`src/rtl/oam_dma_controller_if.sv`:
```
// Handshake and memory-port bundle between the OAM DMA engine and the rest of the system.
// master = the DMA controller, slave = CPU/arbiter/memory side.
interface oam_dma_controller_if;
    logic        dma_start;
    logic [7:0]  dma_src_hi;
    logic        bus_grant;
    logic        bus_req;
    logic        busy;
    logic        done;
    logic [15:0] mem_address;
    logic        mem_OE;
    logic        mem_WE;
    logic [7:0]  mem_wdata;
    logic        mem_drive;
    logic [7:0]  mem_rdata;

    modport master (
        input  dma_start, dma_src_hi, bus_grant, mem_rdata,
        output bus_req, busy, done, mem_address, mem_OE, mem_WE, mem_wdata, mem_drive
    );

    modport slave (
        output dma_start, dma_src_hi, bus_grant, mem_rdata,
        input  bus_req, busy, done, mem_address, mem_OE, mem_WE, mem_wdata, mem_drive
    );
endinterface

```
`src/rtl/oam_dma_controller.sv`:
```
// OAM DMA engine: copies BYTE_COUNT bytes from {src_hi, 8'h00} to DEST_BASE, four cycles per
// byte (read address, read, write address, write), pausing whenever the bus grant is withdrawn.
module oam_dma_controller #(
    parameter int unsigned BYTE_COUNT = 160,
    parameter logic [15:0] DEST_BASE  = 16'hFE00
) (
    input logic                  clk,
    input logic                  rst,
    oam_dma_controller_if.master bus
);
    localparam logic [2:0] IDLE    = 3'd0;
    localparam logic [2:0] REQ     = 3'd1;
    localparam logic [2:0] RD_ADDR = 3'd2;
    localparam logic [2:0] RD_DATA = 3'd3;
    localparam logic [2:0] WR_ADDR = 3'd4;
    localparam logic [2:0] WR_DATA = 3'd5;
    localparam logic [2:0] DONE    = 3'd6;

    localparam logic [7:0] LAST_IDX = 8'(BYTE_COUNT - 1);

    logic [2:0] state_q, state_d;
    logic [7:0] idx_q, idx_d;
    logic [7:0] src_hi_q, src_hi_d;
    logic [7:0] byte_q, byte_d;

    logic        req, bsy, dn, oe, we, drv;
    logic [15:0] addr;
    logic [7:0]  wdata;

    always_ff @(posedge clk or posedge rst) begin
        if (rst) begin
            state_q  <= IDLE;
            idx_q    <= 8'h00;
            src_hi_q <= 8'h00;
            byte_q   <= 8'h00;
        end else begin
            state_q  <= state_d;
            idx_q    <= idx_d;
            src_hi_q <= src_hi_d;
            byte_q   <= byte_d;
        end
    end

    // A start strobe restarts from any state, including mid-transfer and the DONE cycle.
    always_comb begin
        state_d  = state_q;
        idx_d    = idx_q;
        src_hi_d = src_hi_q;
        byte_d   = byte_q;
        if (bus.dma_start) begin
            src_hi_d = bus.dma_src_hi;
            idx_d    = 8'h00;
            state_d  = REQ;
        end else begin
            case (state_q)
                IDLE:    state_d = IDLE;
                REQ:     if (bus.bus_grant) state_d = RD_ADDR;
                RD_ADDR: if (bus.bus_grant) state_d = RD_DATA;
                RD_DATA: begin
                    if (bus.bus_grant) begin
                        byte_d  = bus.mem_rdata;
                        state_d = WR_ADDR;
                    end
                end
                WR_ADDR: if (bus.bus_grant) state_d = WR_DATA;
                WR_DATA: begin
                    if (bus.bus_grant) begin
                        if (idx_q == LAST_IDX) begin
                            state_d = DONE;
                        end else begin
                            idx_d   = idx_q + 8'd1;
                            state_d = RD_ADDR;
                        end
                    end
                end
                DONE:    state_d = IDLE;
                default: state_d = IDLE;
            endcase
        end
    end

    // Strobes are gated by the grant; the address stays put so a stall resumes seamlessly.
    always_comb begin
        req   = 1'b0;
        bsy   = 1'b0;
        dn    = 1'b0;
        oe    = 1'b0;
        we    = 1'b0;
        drv   = 1'b0;
        addr  = 16'h0000;
        wdata = 8'h00;
        case (state_q)
            REQ: begin
                req = 1'b1;
                bsy = 1'b1;
            end
            RD_ADDR, RD_DATA: begin
                req  = 1'b1;
                bsy  = 1'b1;
                addr = {src_hi_q, idx_q};
                oe   = (state_q == RD_DATA) && bus.bus_grant;
            end
            WR_ADDR, WR_DATA: begin
                req   = 1'b1;
                bsy   = 1'b1;
                addr  = DEST_BASE + {8'h00, idx_q};
                wdata = byte_q;
                drv   = bus.bus_grant;
                we    = (state_q == WR_DATA) && bus.bus_grant;
            end
            DONE:    dn = 1'b1;
            default: ;
        endcase
    end

    assign bus.bus_req     = req;
    assign bus.busy        = bsy;
    assign bus.done        = dn;
    assign bus.mem_address = addr;
    assign bus.mem_OE      = oe;
    assign bus.mem_WE      = we;
    assign bus.mem_wdata   = wdata;
    assign bus.mem_drive   = drv;
endmodule

```
`src/flat_wrapper.sv`:
```
// flat-port wrapper written by rule: the top's interface ports become plain ports
module oam_dma_controller_flat 
#(
    parameter int unsigned BYTE_COUNT = 160,
    parameter logic [15:0] DEST_BASE  = 16'hFE00
)
  (clk, rst, bus_dma_start, bus_dma_src_hi, bus_bus_grant, bus_mem_rdata, bus_bus_req, bus_busy, bus_done, bus_mem_address, bus_mem_OE, bus_mem_WE, bus_mem_wdata, bus_mem_drive);
  oam_dma_controller_if bus_i ();
  input logic clk;
  input logic rst;
  input wire logic [$bits(bus_i.dma_start)-1:0] bus_dma_start;
  input wire logic [$bits(bus_i.dma_src_hi)-1:0] bus_dma_src_hi;
  input wire logic [$bits(bus_i.bus_grant)-1:0] bus_bus_grant;
  input wire logic [$bits(bus_i.mem_rdata)-1:0] bus_mem_rdata;
  output wire logic [$bits(bus_i.bus_req)-1:0] bus_bus_req;
  output wire logic [$bits(bus_i.busy)-1:0] bus_busy;
  output wire logic [$bits(bus_i.done)-1:0] bus_done;
  output wire logic [$bits(bus_i.mem_address)-1:0] bus_mem_address;
  output wire logic [$bits(bus_i.mem_OE)-1:0] bus_mem_OE;
  output wire logic [$bits(bus_i.mem_WE)-1:0] bus_mem_WE;
  output wire logic [$bits(bus_i.mem_wdata)-1:0] bus_mem_wdata;
  output wire logic [$bits(bus_i.mem_drive)-1:0] bus_mem_drive;
  assign bus_i.dma_start = bus_dma_start;
  assign bus_i.dma_src_hi = bus_dma_src_hi;
  assign bus_i.bus_grant = bus_bus_grant;
  assign bus_i.mem_rdata = bus_mem_rdata;
  assign bus_bus_req = bus_i.bus_req;
  assign bus_busy = bus_i.busy;
  assign bus_done = bus_i.done;
  assign bus_mem_address = bus_i.mem_address;
  assign bus_mem_OE = bus_i.mem_OE;
  assign bus_mem_WE = bus_i.mem_WE;
  assign bus_mem_wdata = bus_i.mem_wdata;
  assign bus_mem_drive = bus_i.mem_drive;
  oam_dma_controller #(.BYTE_COUNT(BYTE_COUNT), .DEST_BASE(DEST_BASE)) u_core (.clk(clk), .rst(rst), .bus(bus_i));
endmodule
```
`config.mk`:
```
export PLATFORM = sky130hd
export DESIGN_NAME = oam_dma_controller_flat
export DESIGN_NICKNAME = d
export VERILOG_FILES = /design/src/rtl/oam_dma_controller_if.sv /design/src/rtl/oam_dma_controller.sv /design/src/flat_wrapper.sv
export SDC_FILE = /design/constraint.sdc
export NUM_CORES = 1
export LEC_CHECK = 0
export BUFFER_PORTS_ARGS = -buffer_cell sky130_fd_sc_hd__buf_2
export CORE_MARGIN = 2
export CORE_UTILIZATION = 49
export DETAILED_ROUTE_END_ITERATION = 8
export MAX_ROUTING_LAYER = met4
export PLACE_DENSITY = 0.79
export SLEW_MARGIN = 20
export SYNTH_ARGS = -nofsm -noshare
export SYNTH_HDL_FRONTEND = slang
export SYNTH_SLANG_ARGS = --single-unit
```
`constraint.sdc`:
```
create_clock -name clk -period 2 [get_ports clk]
set_input_delay 0.4 -clock clk [delete_from_list [all_inputs] [get_ports clk]]
set_output_delay 0.4 -clock clk [all_outputs]
set_load 0.01 [all_outputs]
```
Yosys cells after proc, flatten, opt, wreduce, memory -nomap -nowiden --
Cells that the tools add are included.
Word-level totals: bits in registers 27, output and inout bits 30, logic and storage cells 49
Operators by class: bitwise operators 1, multiplexer cells 19, equality and inequality tests 13, add/subtract/negate cells 2, reduce and logical (&&, ||, !) cells 10
Operators by type and width (count):
- 2-to-1 mux 8 bit | 5
- case mux 16 bit (2 select lines) | 1
- 2-to-1 mux 3 bit | 7
- != test 3 bit (second input constant) | 5
- case mux 3 bit (5 select lines) | 1
- adder 10 x 9 -> 11 bit (first input constant) | 1
- equality test 3 bit (second input constant) | 3
- adder 8 x 1 -> 8 bit (second input constant) | 1
- equality test 8 bit (second input constant) | 1
- equality test 3 x 2 -> 1 bit (second input constant) | 2
- AND reduction 3 bit | 2
- 2-to-1 mux 1 bit | 5
- AND reduction 5 bit | 1
- OR reduction 5 bit | 1
- nonzero test 2 bit | 2
- OR reduction 2 bit | 2
- equality test 3 x 1 -> 1 bit (second input constant) | 1
- logical AND 1 bit | 2
- != test 2 bit (second input constant) | 1
- inverter 1 bit | 1

Longest topological paths before layout --
Gate-level depths: netlist of the first run.
word-level depth 5, gate-level depth with buffers 7, mapped depth without buffers 5

Worst setup path after synthesis of the first run --
OpenSTA, ideal clock, no wires.
path type register to output, start register u_core.state_q[2], end output port bus_mem_address[0], cell stages (with the launch flop) 8, path slack 0.194 ns, data arrival time 1.406 ns, path through dfrtp_1 > buf_4 > inv_1 > ha_1 > clkbuf_1 > nor2_1 > nor2_1 > and2_1
On the way: longest elaborated chain between the ends 3, elaborated cells on any way between the ends 7, those cells by class eq/ne (4); mux (1); reduce/logical (2)
Ends and longest elaborated chain:
- start: declaration | line oam_dma_controller.sv:21 | logic [2:0] state_q, state_d;
- start signal: assignment | line oam_dma_controller.sv:37 | state_q <= state_d;
- equality test 3 bit / equality test 3 x 2 -> 1 bit (equally long branches) | line oam_dma_controller.sv:92 | case (state_q)
- OR reduction 2 bit | line oam_dma_controller.sv:92
- case mux 16 bit (2 select lines) * | line oam_dma_controller.sv:92
- end: declaration | line flat_wrapper.sv:18 | output wire logic [$bits(bus_i.mem_address)-1:0] bus_mem_address;
Mark *: on every way between the ends. The rest lies on a longest branch, timed or not.

Final worst setup path of the first run --
start register u_core.state_q[1], end output port bus_mem_address[15]
Same word-level chain as after synthesis.

==> results.py, run 1 <==
metrics = {
    "yosys": {
        "postSynthNetCount": 170,
        "postSynth.asyncResetShare_pct": 100,
        "netlist.top_cell.by_area": "sky130_fd_sc_hd__dfrtp_1",
        "synth_top_area_share_pct": 45.7,
        "netlist-cell-type-count": 33,
        "synth_enable_flop_cells": 0,
        "post_synth_main_area_contributors": "sky130_fd_sc_hd__dfrtp_1 (46%), sky130_fd_sc_hd__mux2_2 (12%), sky130_fd_sc_hd__and2_1 (7.2%)",
        "synth_top_flop_cell": "sky130_fd_sc_hd__dfrtp_1",
        "ys_seq_elements": 27,
        "yosys.cell_count.top_type": "sky130_fd_sc_hd__dfrtp_1",
        "yosys_warnings": 0,
        "synth_cells": 147,
        "synthesized_area_divided_by_synthesized_cell_count_um2": 10.1,
        "synth.top_cells.by_count": "sky130_fd_sc_hd__dfrtp_1 (27), sky130_fd_sc_hd__nor2_1 (19), sky130_fd_sc_hd__and2_1 (17), sky130_fd_sc_hd__mux2_2 (16), sky130_fd_sc_hd__a21oi_1 (12)",
        "mappedNetlistArea_mm2": 0.00148,
        "ys_seq_area_share_pct": 45.7,
    },
    "power": {
        "power.density_mw_per_mm2": 570,
        "power_frac_comb_pct": 18.5,
        "max-vdd-ir-drop_v": 0.000391,
        "share_clk_of_total_power_pct": 21.1,
        "p_sw_w": 0.000274,
        "internal_power_w": 0.000803,
        "power_frac_seq_pct": 60.4,
        "leakage_power_nw": 0.934,
        "power.switching_fraction_pct": 25.4,
    },
    "setup_path": {
        "r2r_worst_path_depth": 5,
        "ff2ff_setup_slack_ns": 0.11,
        "setup.worst_path.class": "reg -> out",
        "crit_path_cell_trace": "buf_4 -> ha_4 -> buf_6 -> a21oi_1 -> nor2_1 -> buf_2",
        "worstSetupEndpointType": "output port",
        "critical-path-max-stage-delay_ns": 0.46,
        "timing.critical_path.buf_inv": 3,
        "crit_slowest_cell": "sky130_fd_sc_hd__dfrtp_2",
        "crit_required_ns": 1.60,
        "worstPathMaxFanout": 8,
        "worst_r2r_startpoint": "u_core.state_q[1]",
        "cp-start-kind": "flip-flop",
        "crit_family": "flip-flops",
        "critPathArrivalTime_ns": 1.55,
        "reg2reg_to": "u_core.idx_q[7]",
    },
    "clocking": {
        "numClockSinks": 27,
        "clockBufferDepth": 2,
        "clock_tree_from_tritoncts": "done",
        "cts_root_buf": "sky130_fd_sc_hd__clkbuf_4",
        "cts-htree-levels": 1,
        "path_clk_slew_ns": 0.14,
        "clock_latency_ns": 0.31,
        "hold_buffers": 0,
        "cts_made_buffers": 3,
    },
    "grt": {
        "grt_overflow": 0,
        "antenna_violations_before_repair": 0,
        "grt_first_pass_wirelength_um": 5460,
        "grt_overall_usage_pct": 21.0,
        "maximum_number_of_pins_on_one_net_before_global_route_repair": 28,
        "grt_pass1_vias": 1268,
    },
    "sta": {
        "timing_max_transition_violations_final": 0,
        "setup-violations-final": 0,
        "fmax_mhz": 514,
        "final_critical_path_setup_slack_ns": 0.0527,
        "period_share_pct": 97.4,
        "post-route-min-period_ns": 1.95,
        "fin_skew_ns": 0.0114,
        "tightestPinTransition_ns": 0.439,
        "grt_setup_unrepaired": "true",
        "final-hold-violation-count": 0,
        "timing.slew.headroom_pct": 70.7,
        "totalNegativeSetupSlack_ns": 0,
    },
    "final_layout": {
        "fin_util_pct": 67.3,
        "number_of_nets_in_the_final_layout": 227,
        "final_layout_size_suffix_gt1_share_pct": 45.3,
        "area_growth_syn_to_layout_pct": 27.8,
        "stdcell_area_mm2": 0.00189,
        "num-fill-cells": 221,
        "antenna_diode_count": 0,
    },
    "floorplan": {
        "placeableCoreArea_mm2": 0.00281,
        "floorplan.die.height_um": 58.9,
        "std_cell_rows": 19,
        "floorplan.die_area_mm2": 0.00347,
        "die_width_um": 58.9,
        "ios": 50,
        "start_util_pct": 52.7,
    },
    "detailed_routing": {
        "antenna_violating_nets_post_route": 0,
        "post-route-drc-count": 1,
        "mean_routed_wirelength_per_cell_um": 14.6,
        "detail_route.vias_per_cell": 5.40,
        "postRouteWirelength_um": 3420,
        "drtIter0Drc": 58,
        "via_count_of_the_routed_design": 1263,
        "drt_pass1_iterations": 6,
    },
    "placement": {
        "dpl_worst_slack_ns": 0.106,
        "finalWeightedCongestion": 0.836,
        "area_after_detailed_placement_mm2": 0.00175,
        "post-dp-hpwl_um": 2370,
        "port_buffers": 49,
    },
    "job": {
        "cap_violations": 0,
    },
    "outcome": {
        "outcome": "complete, but fails checks",
        "failed_checks": "DRC",
    },
    "min_path": {
        "min-delay-path-class": "in -> async",
    },
}
-- per-stage QoR --
step	hold slack, ns	power (W)	std cells
6_report	0.123	0.00108	234
5_1_grt	0.143	0.00113	234
4_1_cts	0.133	0.00107	232
3_5_place_dp	0.488	0.000839	224
3_3_place_gp	0.470	0.000823	224
2_1_floorplan	0.453	0.000774	147
-- final cells by class --
class	count	area, um^2	share of cell area, %
inverters	5	18.8	0.994
repair buffers	62	354	18.8
flip-flops and latches	27	678	35.9
multi-input cells	105	772	40.9
well taps	31	38.8	2.05
clock buffers	4	26.3	1.39
-- how the worst max path moves through the flow --
stage | from | endpoint | cells past startpoint
floorplan | u_core.state_q[2] | bus_mem_address[0] | 7
global placement | u_core.state_q[1] | bus_mem_address[5] | 5
detailed placement | u_core.state_q[1] | bus_mem_address[5] | 5
CTS | u_core.state_q[1] | bus_mem_address[8] | 5
global route | u_core.state_q[1] | bus_mem_address[5] | 6
finish | u_core.state_q[1] | bus_mem_address[15] | 6
-- placed cells by master, fill, tap and decap left out, drive strengths merged, types with 3 or more instances in the layout --
cell / n
a21oi: 12
and2: 17
buf: 62
clkbuf: 4
dfrtp: 27
ha: 3
inv: 5
mux2: 16
nand2: 6
nor2: 19
o21ai: 3
o31ai: 4
or4: 3
xor2: 3
-- timing repair --
action / CTS / global route
pin swaps: 0 / 2
resized for setup: 4 / 12
setup endpoints to repair: 18 / 16
hold endpoints to repair: 0 / 0
buffers inserted: 4 / 2
-- sequential cells by signal (all words and copies together) (netlist names) --
| register | cells |
|---|---|
| u_core.byte_q | 8 |
| u_core.state_q | 3 |
| u_core.src_hi_q | 8 |
| u_core.idx_q | 8 |
-- worst register-to-register path, cell delays in order (launching register included) --
cell and delay (ns):
sky130_fd_sc_hd__dfrtp_2 0.46, sky130_fd_sc_hd__buf_4 0.16, sky130_fd_sc_hd__and4b_1 0.35, sky130_fd_sc_hd__o31ai_4 0.16
sky130_fd_sc_hd__or4_1 0.52, sky130_fd_sc_hd__a21oi_1 0.16
-- cells by family after synthesis --
logic type | Yosys count | synth area share, %
XOR/XNOR | 4 | 2.37
AND/OR/NAND/NOR | 56 | 20.1
buffers and inverters | 15 | 5.42
AO/OA/AOI/OAI | 25 | 11.0
multiplexers | 17 | 12.9
adder cells (fa/ha/maj) | 3 | 2.54
flip-flops | 27 | 45.7
-- power by group through the flow --
stage                     combinational [W]  clock [W]  sequential (W)
after detailed placement           0.000176          0        0.000663
after global placement             0.000166          0        0.000657
final                              0.000200   0.000227        0.000650
after global routing               0.000219   0.000254        0.000660
after CTS                          0.000186   0.000236        0.000650
after floorplan                    0.000126          0        0.000648
-- metal layers --
layer | part of all wire (%) | global-route usage [%] | routed length [um] | vias to the layer above
li1 | - | - | - | 618
met1 | 45 | 26.8 | 1540 | 607
met2 | 50 | 34.8 | 1720 | 32
met3 | 3.7 | 2.20 | 128 | 6
met4 | 1.2 | 7.47 | 40 | 0
met5 | 0 | - | 0 | -
(Power assumes the default switching activity.)
==> run 2, diff against run 1 <==
--- a/config.mk
+++ b/config.mk
@@ -7,10 +7,11 @@
 export LEC_CHECK = 0
 export BUFFER_PORTS_ARGS = -buffer_cell sky130_fd_sc_hd__buf_2
 export CORE_MARGIN = 2
-export CORE_UTILIZATION = 49
+export CORE_UTILIZATION = 28
+export CTS_BUF_LIST = sky130_fd_sc_hd__clkbuf_4
 export DETAILED_ROUTE_END_ITERATION = 8
 export MAX_ROUTING_LAYER = met4
-export PLACE_DENSITY = 0.79
+export PLACE_DENSITY = 0.51
 export SLEW_MARGIN = 20
 export SYNTH_ARGS = -nofsm -noshare
 export SYNTH_HDL_FRONTEND = slang
==> results.py, run 2 (synthesis results as in run 1) <==
metrics = {
    "outcome": {
        "outcome": "completed",
    },
    "clocking": {
        "hold_buffers": 0,
        "cts_root_buf": "sky130_fd_sc_hd__clkbuf_4",
        "path_clk_slew_ns": 0.16,
        "clock_latency_ns": 0.33,
        "numClockSinks": 27,
        "clock_tree_from_tritoncts": "done",
        "cts_made_buffers": 3,
        "cts-htree-levels": 1,
        "clockBufferDepth": 2,
    },
    "final_layout": {
        "final_common_cell": "sky130_fd_sc_hd__buf_2",
        "antenna_diode_count": 0,
        "registers_with_the_most_flip_flops": "u_core.byte_q (8), u_core.idx_q (8), u_core.src_hi_q (8)",
        "area_growth_syn_to_layout_pct": 31.8,
        "layout.cells.most_common_list": "sky130_fd_sc_hd__buf_2 (46), sky130_fd_sc_hd__dfrtp_1 (26), sky130_fd_sc_hd__mux2_2 (16)",
        "number_of_nets_in_the_final_layout": 225,
        "stdcell_count": 271,
        "stdcell_area_mm2": 0.00195,
        "final_layout_size_suffix_gt1_share_pct": 47.8,
    },
    "setup_path": {
        "setup.worst_path.start": "u_core.state_q[1]",
        "reg2reg_to": "u_core.idx_q[7]",
        "critPathArrivalTime_ns": 1.56,
        "cp_endpoint": "bus_mem_address[4]",
        "cp-start-kind": "flip-flop",
        "worstSetupEndpointType": "output port",
        "worst_r2r_startpoint": "u_core.state_q[1]",
        "setup.worst_path.class": "reg -> out",
        "r2r_worst_path_depth": 5,
        "worstPathMaxFanout": 8,
        "ff2ff_setup_slack_ns": 0.13,
        "crit_required_ns": 1.60,
    },
    "power": {
        "max-vdd-ir-drop_v": 0.000396,
        "share_clk_of_total_power_pct": 23.0,
        "power_frac_comb_pct": 17.4,
        "internal_power_w": 0.000795,
        "leakage_power_nw": 0.929,
        "p_sw_w": 0.000293,
        "power_frac_seq_pct": 59.6,
        "power.switching_fraction_pct": 26.9,
        "power.density_mw_per_mm2": 559,
    },
    "floorplan": {
        "start_util_pct": 28.9,
        "std_cell_rows": 26,
        "placeableCoreArea_mm2": 0.00511,
        "die_width_um": 76.6,
        "floorplan.die.height_um": 76.6,
        "floorplan.die_area_mm2": 0.00587,
        "ios": 50,
    },
    "job": {
        "cap_violations": 0,
    },
    "detailed_routing": {
        "post-route-drc-count": 0,
        "drtIter0Drc": 29,
        "via_count_of_the_routed_design": 1265,
        "postRouteWirelength_um": 3410,
        "mean_routed_wirelength_per_cell_um": 12.6,
        "detail_route.vias_per_cell": 4.67,
        "antenna_violating_nets_post_route": 0,
        "drt_pass1_iterations": 4,
    },
    "sta": {
        "setup-violations-final": 0,
        "finalHoldWorstSlack_ns": 0.0975,
        "timing_max_transition_violations_final": 0,
        "final-hold-violation-count": 0,
        "fin_skew_ns": 0.00800,
        "grt_setup_unrepaired": "true",
        "timing.slew.headroom_pct": 70.7,
        "period_share_pct": 98.2,
        "final_critical_path_setup_slack_ns": 0.0360,
        "tightestPinTransition_ns": 0.439,
        "fmax_mhz": 509,
        "post-route-min-period_ns": 1.96,
    },
    "placement": {
        "dpl_worst_slack_ns": 0.153,
        "port_buffers": 49,
        "area_after_detailed_placement_mm2": 0.00182,
        "finalWeightedCongestion": 0.676,
        "post-dp-hpwl_um": 2370,
        "placed_cells_incl_taps": 265,
    },
    "grt": {
        "grt_pass1_vias": 1198,
        "grt_first_pass_wirelength_um": 5630,
        "maximum_number_of_pins_on_one_net_before_global_route_repair": 28,
        "antenna_violations_before_repair": 0,
        "grt_overall_usage_pct": 11.9,
        "grt_overflow": 0,
    },
    "min_path": {
        "min-delay-path-class": "in -> async",
    },
}
[run 2: changes by cell type in the layout (fill, tap and decap cells not counted), moves of 2 or more]
| cell | previous run | this run |
|---|---|---|
| sky130_fd_sc_hd__buf_4 | 10 | 8 |
| sky130_fd_sc_hd__buf_2 | 49 | 46 |
| sky130_fd_sc_hd__nor2_1 | 17 | 15 |
| sky130_fd_sc_hd__buf_6 | 3 | 6 |
| sky130_fd_sc_hd__nor2_2 | 0 | 3 |
| sky130_fd_sc_hd__and2_4 | 1 | 3 |
| sky130_fd_sc_hd__and2_1 | 16 | 14 |
[run 2: worst min-delay path by stage]
stage / to / from / slack (ns) / cells after the start
after floorplan: u_core.byte_q[0] / rst / 0.45 / 1
after global placement: u_core.byte_q[1] / u_core.byte_q[1] / 0.48 / 1
after detailed placement: u_core.byte_q[5] / rst / 0.49 / 3
after CTS: u_core.byte_q[5] / rst / 0.09 / 3
after global routing: u_core.src_hi_q[6] / rst / 0.11 / 3
final: u_core.src_hi_q[2] / rst / 0.1 / 3
[run 2: metal layers]
metal	vias to the layer above	global-route usage, %	routed length, um
met4	0	1.09	0
met1	611	14.5	1590
li1	617	-	-
met2	37	20.6	1620
met5	-	-	0
met3	0	3.20	203
[run 2: metrics by stage]
step	TNS (ns)	total power (W)	util, %
3_3_place_gp	0	0.000834	35.6
4_1_cts	0	0.00111	36.8
3_5_place_dp	0	0.000836	35.6
2_1_floorplan	0	0.000774	-
6_report	0	0.00109	38.1
5_1_grt	-0.454	0.00116	38.1
[run 2: final cells by class]
class,instances,area [um^2]
clock inverter,1,5.00
tap,70,87.6
sequential,27,677
inverter,5,18.8
fill,539,3160
multi-input combinational,105,778
timing repair buffer,60,358
clock buffer,3,22.5
[run 2: what timing repair did]
action | in CTS | in global routing
cloned | 0 | 0
pin swaps | 1 | 6
resized for setup | 6 | 17
buffers inserted | 1 | 1
setup endpoints to repair | 8 | 17
[run 2: critical path, cell delays in order, from the launching register on]
cell                      delay [ns]
sky130_fd_sc_hd__dfrtp_1        0.46
sky130_fd_sc_hd__inv_2          0.07
sky130_fd_sc_hd__ha_4           0.23
sky130_fd_sc_hd__nor2_4         0.20
sky130_fd_sc_hd__and2_4         0.18
sky130_fd_sc_hd__buf_6          0.09
[run 2: power by group through the flow]
stage,Sequential [W],Clock [W],Combinational (W)
after CTS,0.000648,0.000272,0.000186
after floorplan,0.000648,0,0.000126
final,0.000649,0.000251,0.000189
after global placement,0.000657,0,0.000176
after detailed placement,0.000657,0,0.000178
after global routing,0.000661,0.000289,0.000208
==> run 3, diff against run 2 <==
--- a/config.mk
+++ b/config.mk
@@ -5,13 +5,17 @@
 export SDC_FILE = /design/constraint.sdc
 export NUM_CORES = 1
 export LEC_CHECK = 0
+export ABC_CLOCK_PERIOD_IN_PS = 2000
 export BUFFER_PORTS_ARGS = -buffer_cell sky130_fd_sc_hd__buf_2
+export CELL_PAD_IN_SITES_DETAIL_PLACEMENT = 2
+export CELL_PAD_IN_SITES_GLOBAL_PLACEMENT = 2
 export CORE_MARGIN = 2
 export CORE_UTILIZATION = 28
 export CTS_BUF_LIST = sky130_fd_sc_hd__clkbuf_4
 export DETAILED_ROUTE_END_ITERATION = 8
 export MAX_ROUTING_LAYER = met4
-export PLACE_DENSITY = 0.51
+export PLACE_DENSITY = 0.76
+export REMOVE_ABC_BUFFERS = 1
 export SLEW_MARGIN = 20
 export SYNTH_ARGS = -nofsm -noshare
 export SYNTH_HDL_FRONTEND = slang
==> results.py, run 3 (synthesis results as in run 1) <==
metrics = {
    "sta": {
        "grt_setup_unrepaired": "true",
        "period_share_pct": 97.0,
        "fin_skew_ns": 0.00361,
        "post-route-min-period_ns": 1.94,
        "final-hold-violation-count": 0,
        "fmax_mhz": 515,
        "timing_max_transition_violations_final": 0,
        "final_critical_path_setup_slack_ns": 0.0592,
        "finalHoldWorstSlack_ns": 0.114,
        "setup-violations-final": 0,
        "timing.slew.headroom_pct": 70.3,
        "tightestPinTransition_ns": 0.446,
    },
    "clocking": {
        "clock_tree_from_tritoncts": "done",
        "clockBufferDepth": 2,
        "path_clk_slew_ns": 0.16,
        "hold_buffers": 0,
        "cts_made_buffers": 3,
        "cts_root_buf": "sky130_fd_sc_hd__clkbuf_4",
        "cts-htree-levels": 1,
        "numClockSinks": 27,
        "clock_latency_ns": 0.34,
    },
    "setup_path": {
        "crit_required_ns": 1.60,
        "reg2reg_to": "u_core.idx_q[7]",
        "ff2ff_setup_slack_ns": 0.17,
        "worstSetupEndpointType": "output port",
        "worstPathMaxFanout": 8,
        "critical-path-max-stage-delay_ns": 0.48,
        "cp-start-kind": "flip-flop",
        "setup.worst_path.class": "reg -> out",
        "crit_path_cell_trace": "inv_2 -> ha_4 -> nor2_4 -> and2_4 -> buf_6",
        "crit_slowest_cell": "sky130_fd_sc_hd__dfrtp_2",
        "worst_r2r_startpoint": "u_core.idx_q[0]",
        "setup.worst_path.start": "u_core.state_q[1]",
        "cp_endpoint": "bus_mem_address[5]",
        "r2r_worst_path_depth": 5,
        "critPathArrivalTime_ns": 1.54,
    },
    "detailed_routing": {
        "antenna_violating_nets_post_route": 0,
        "post-route-drc-count": 0,
        "via_count_of_the_routed_design": 1297,
        "detail_route.vias_per_cell": 4.80,
        "mean_routed_wirelength_per_cell_um": 16.3,
        "postRouteWirelength_um": 4390,
        "drt_pass1_iterations": 3,
        "drtIter0Drc": 35,
    },
    "final_layout": {
        "area_growth_syn_to_layout_pct": 33.2,
        "num-fill-cells": 585,
        "fin_util_pct": 38.5,
        "number_of_nets_in_the_final_layout": 224,
        "final_common_cell": "sky130_fd_sc_hd__buf_2",
        "antenna_diode_count": 0,
        "registers_with_the_most_flip_flops": "u_core.byte_q (8), u_core.idx_q (8), u_core.src_hi_q (8)",
        "layout.cells.most_common_list": "sky130_fd_sc_hd__buf_2 (43), sky130_fd_sc_hd__dfrtp_1 (25), sky130_fd_sc_hd__nor2_1 (17)",
        "final_layout_size_suffix_gt1_share_pct": 48.5,
    },
    "floorplan": {
        "ios": 50,
        "die_width_um": 76.6,
        "start_util_pct": 28.9,
        "placeableCoreArea_mm2": 0.00511,
        "std_cell_rows": 26,
        "floorplan.die.height_um": 76.6,
        "floorplan.die_area_mm2": 0.00587,
    },
    "grt": {
        "grt_pass1_vias": 1517,
        "maximum_number_of_pins_on_one_net_before_global_route_repair": 28,
        "grt_overall_usage_pct": 16.3,
        "antenna_violations_before_repair": 0,
        "grt_first_pass_wirelength_um": 7540,
        "grt_overflow": 0,
    },
    "placement": {
        "dpl_worst_slack_ns": 0.183,
        "finalWeightedCongestion": 0.711,
        "port_buffers": 49,
        "post-dp-hpwl_um": 3310,
    },
    "job": {
        "cap_violations": 0,
    },
    "min_path": {
        "min-delay-path-class": "in -> async",
    },
    "power": {
        "leakage_power_nw": 0.930,
        "power.density_mw_per_mm2": 563,
        "max-vdd-ir-drop_v": 0.000256,
    },
    "outcome": {
        "outcome": "completed",
    },
}
run 3: critical path, delay by kind of cell (launching register included):
family	cells	cell delay (ns)
flip-flops	1	0.48
buffers and inverters	2	0.17
AND/OR/NAND/NOR	2	0.35
adder cells (fa/ha/maj)	1	0.20
run 3: how the worst min path moves through the flow:
stage | depth (start not counted) | end | start | slack (ns)
after floorplan | 1 | u_core.byte_q[0] | rst | 0.45
after global placement | 3 | u_core.byte_q[3] | rst | 0.48
after detailed placement | 1 | u_core.byte_q[7] | u_core.byte_q[7] | 0.49
after CTS | 3 | u_core.byte_q[0] | rst | 0.11
after global routing | 3 | u_core.byte_q[0] | rst | 0.1
final | 3 | u_core.byte_q[5] | rst | 0.11
run 3: metal layers:
metal  wire length, um  share of wire (%)  GRT usage (%)  vias to the layer above
met5                 0                  0              -                        -
met4                31               0.71           3.27                        0
met3               187                4.3           3.20                        4
met2              2360                 54           29.4                       37
met1              1820                 41           18.9                      644
li1                  -                  -              -                      612
run 3: area by class of cell:
type | count | area [um^2] | share of cell area (%)
flip-flops and latches | 27 | 678 | 34.5
clock inverters | 1 | 7.51 | 0.381
inverters | 5 | 18.8 | 0.954
repair buffers | 59 | 369 | 18.8
multi-input cells | 105 | 785 | 39.9
well taps | 70 | 87.6 | 4.45
clock buffers | 3 | 22.5 | 1.14
run 3: metrics by stage:
stage	cell area, um^2	total power, W	setup TNS [ns]	std cells
finish	1970	0.00111	0	270
global placement	1810	0.000826	0	264
detailed placement	1810	0.000851	0	264
global route	1970	0.00119	-0.233	270
CTS	1890	0.00113	0	269
floorplan	1420	0.000761	0	137
run 3: power breakdown:
part	switching, W	internal (W)
logic	0.0000914	0.000104
clock network	0.000180	0.0000766
registers	0.0000398	0.000616
total	0.000311	0.000797
run 3: repair_timing:
| item | CTS | global route |
|---|---|---|
| endpoints found under the setup margin | 12 | 26 |
| pin swaps | 1 | 4 |
| buffers inserted | 1 | 1 |
| resized for setup | 11 | 17 |
| hold endpoints to repair | 0 | 0 |
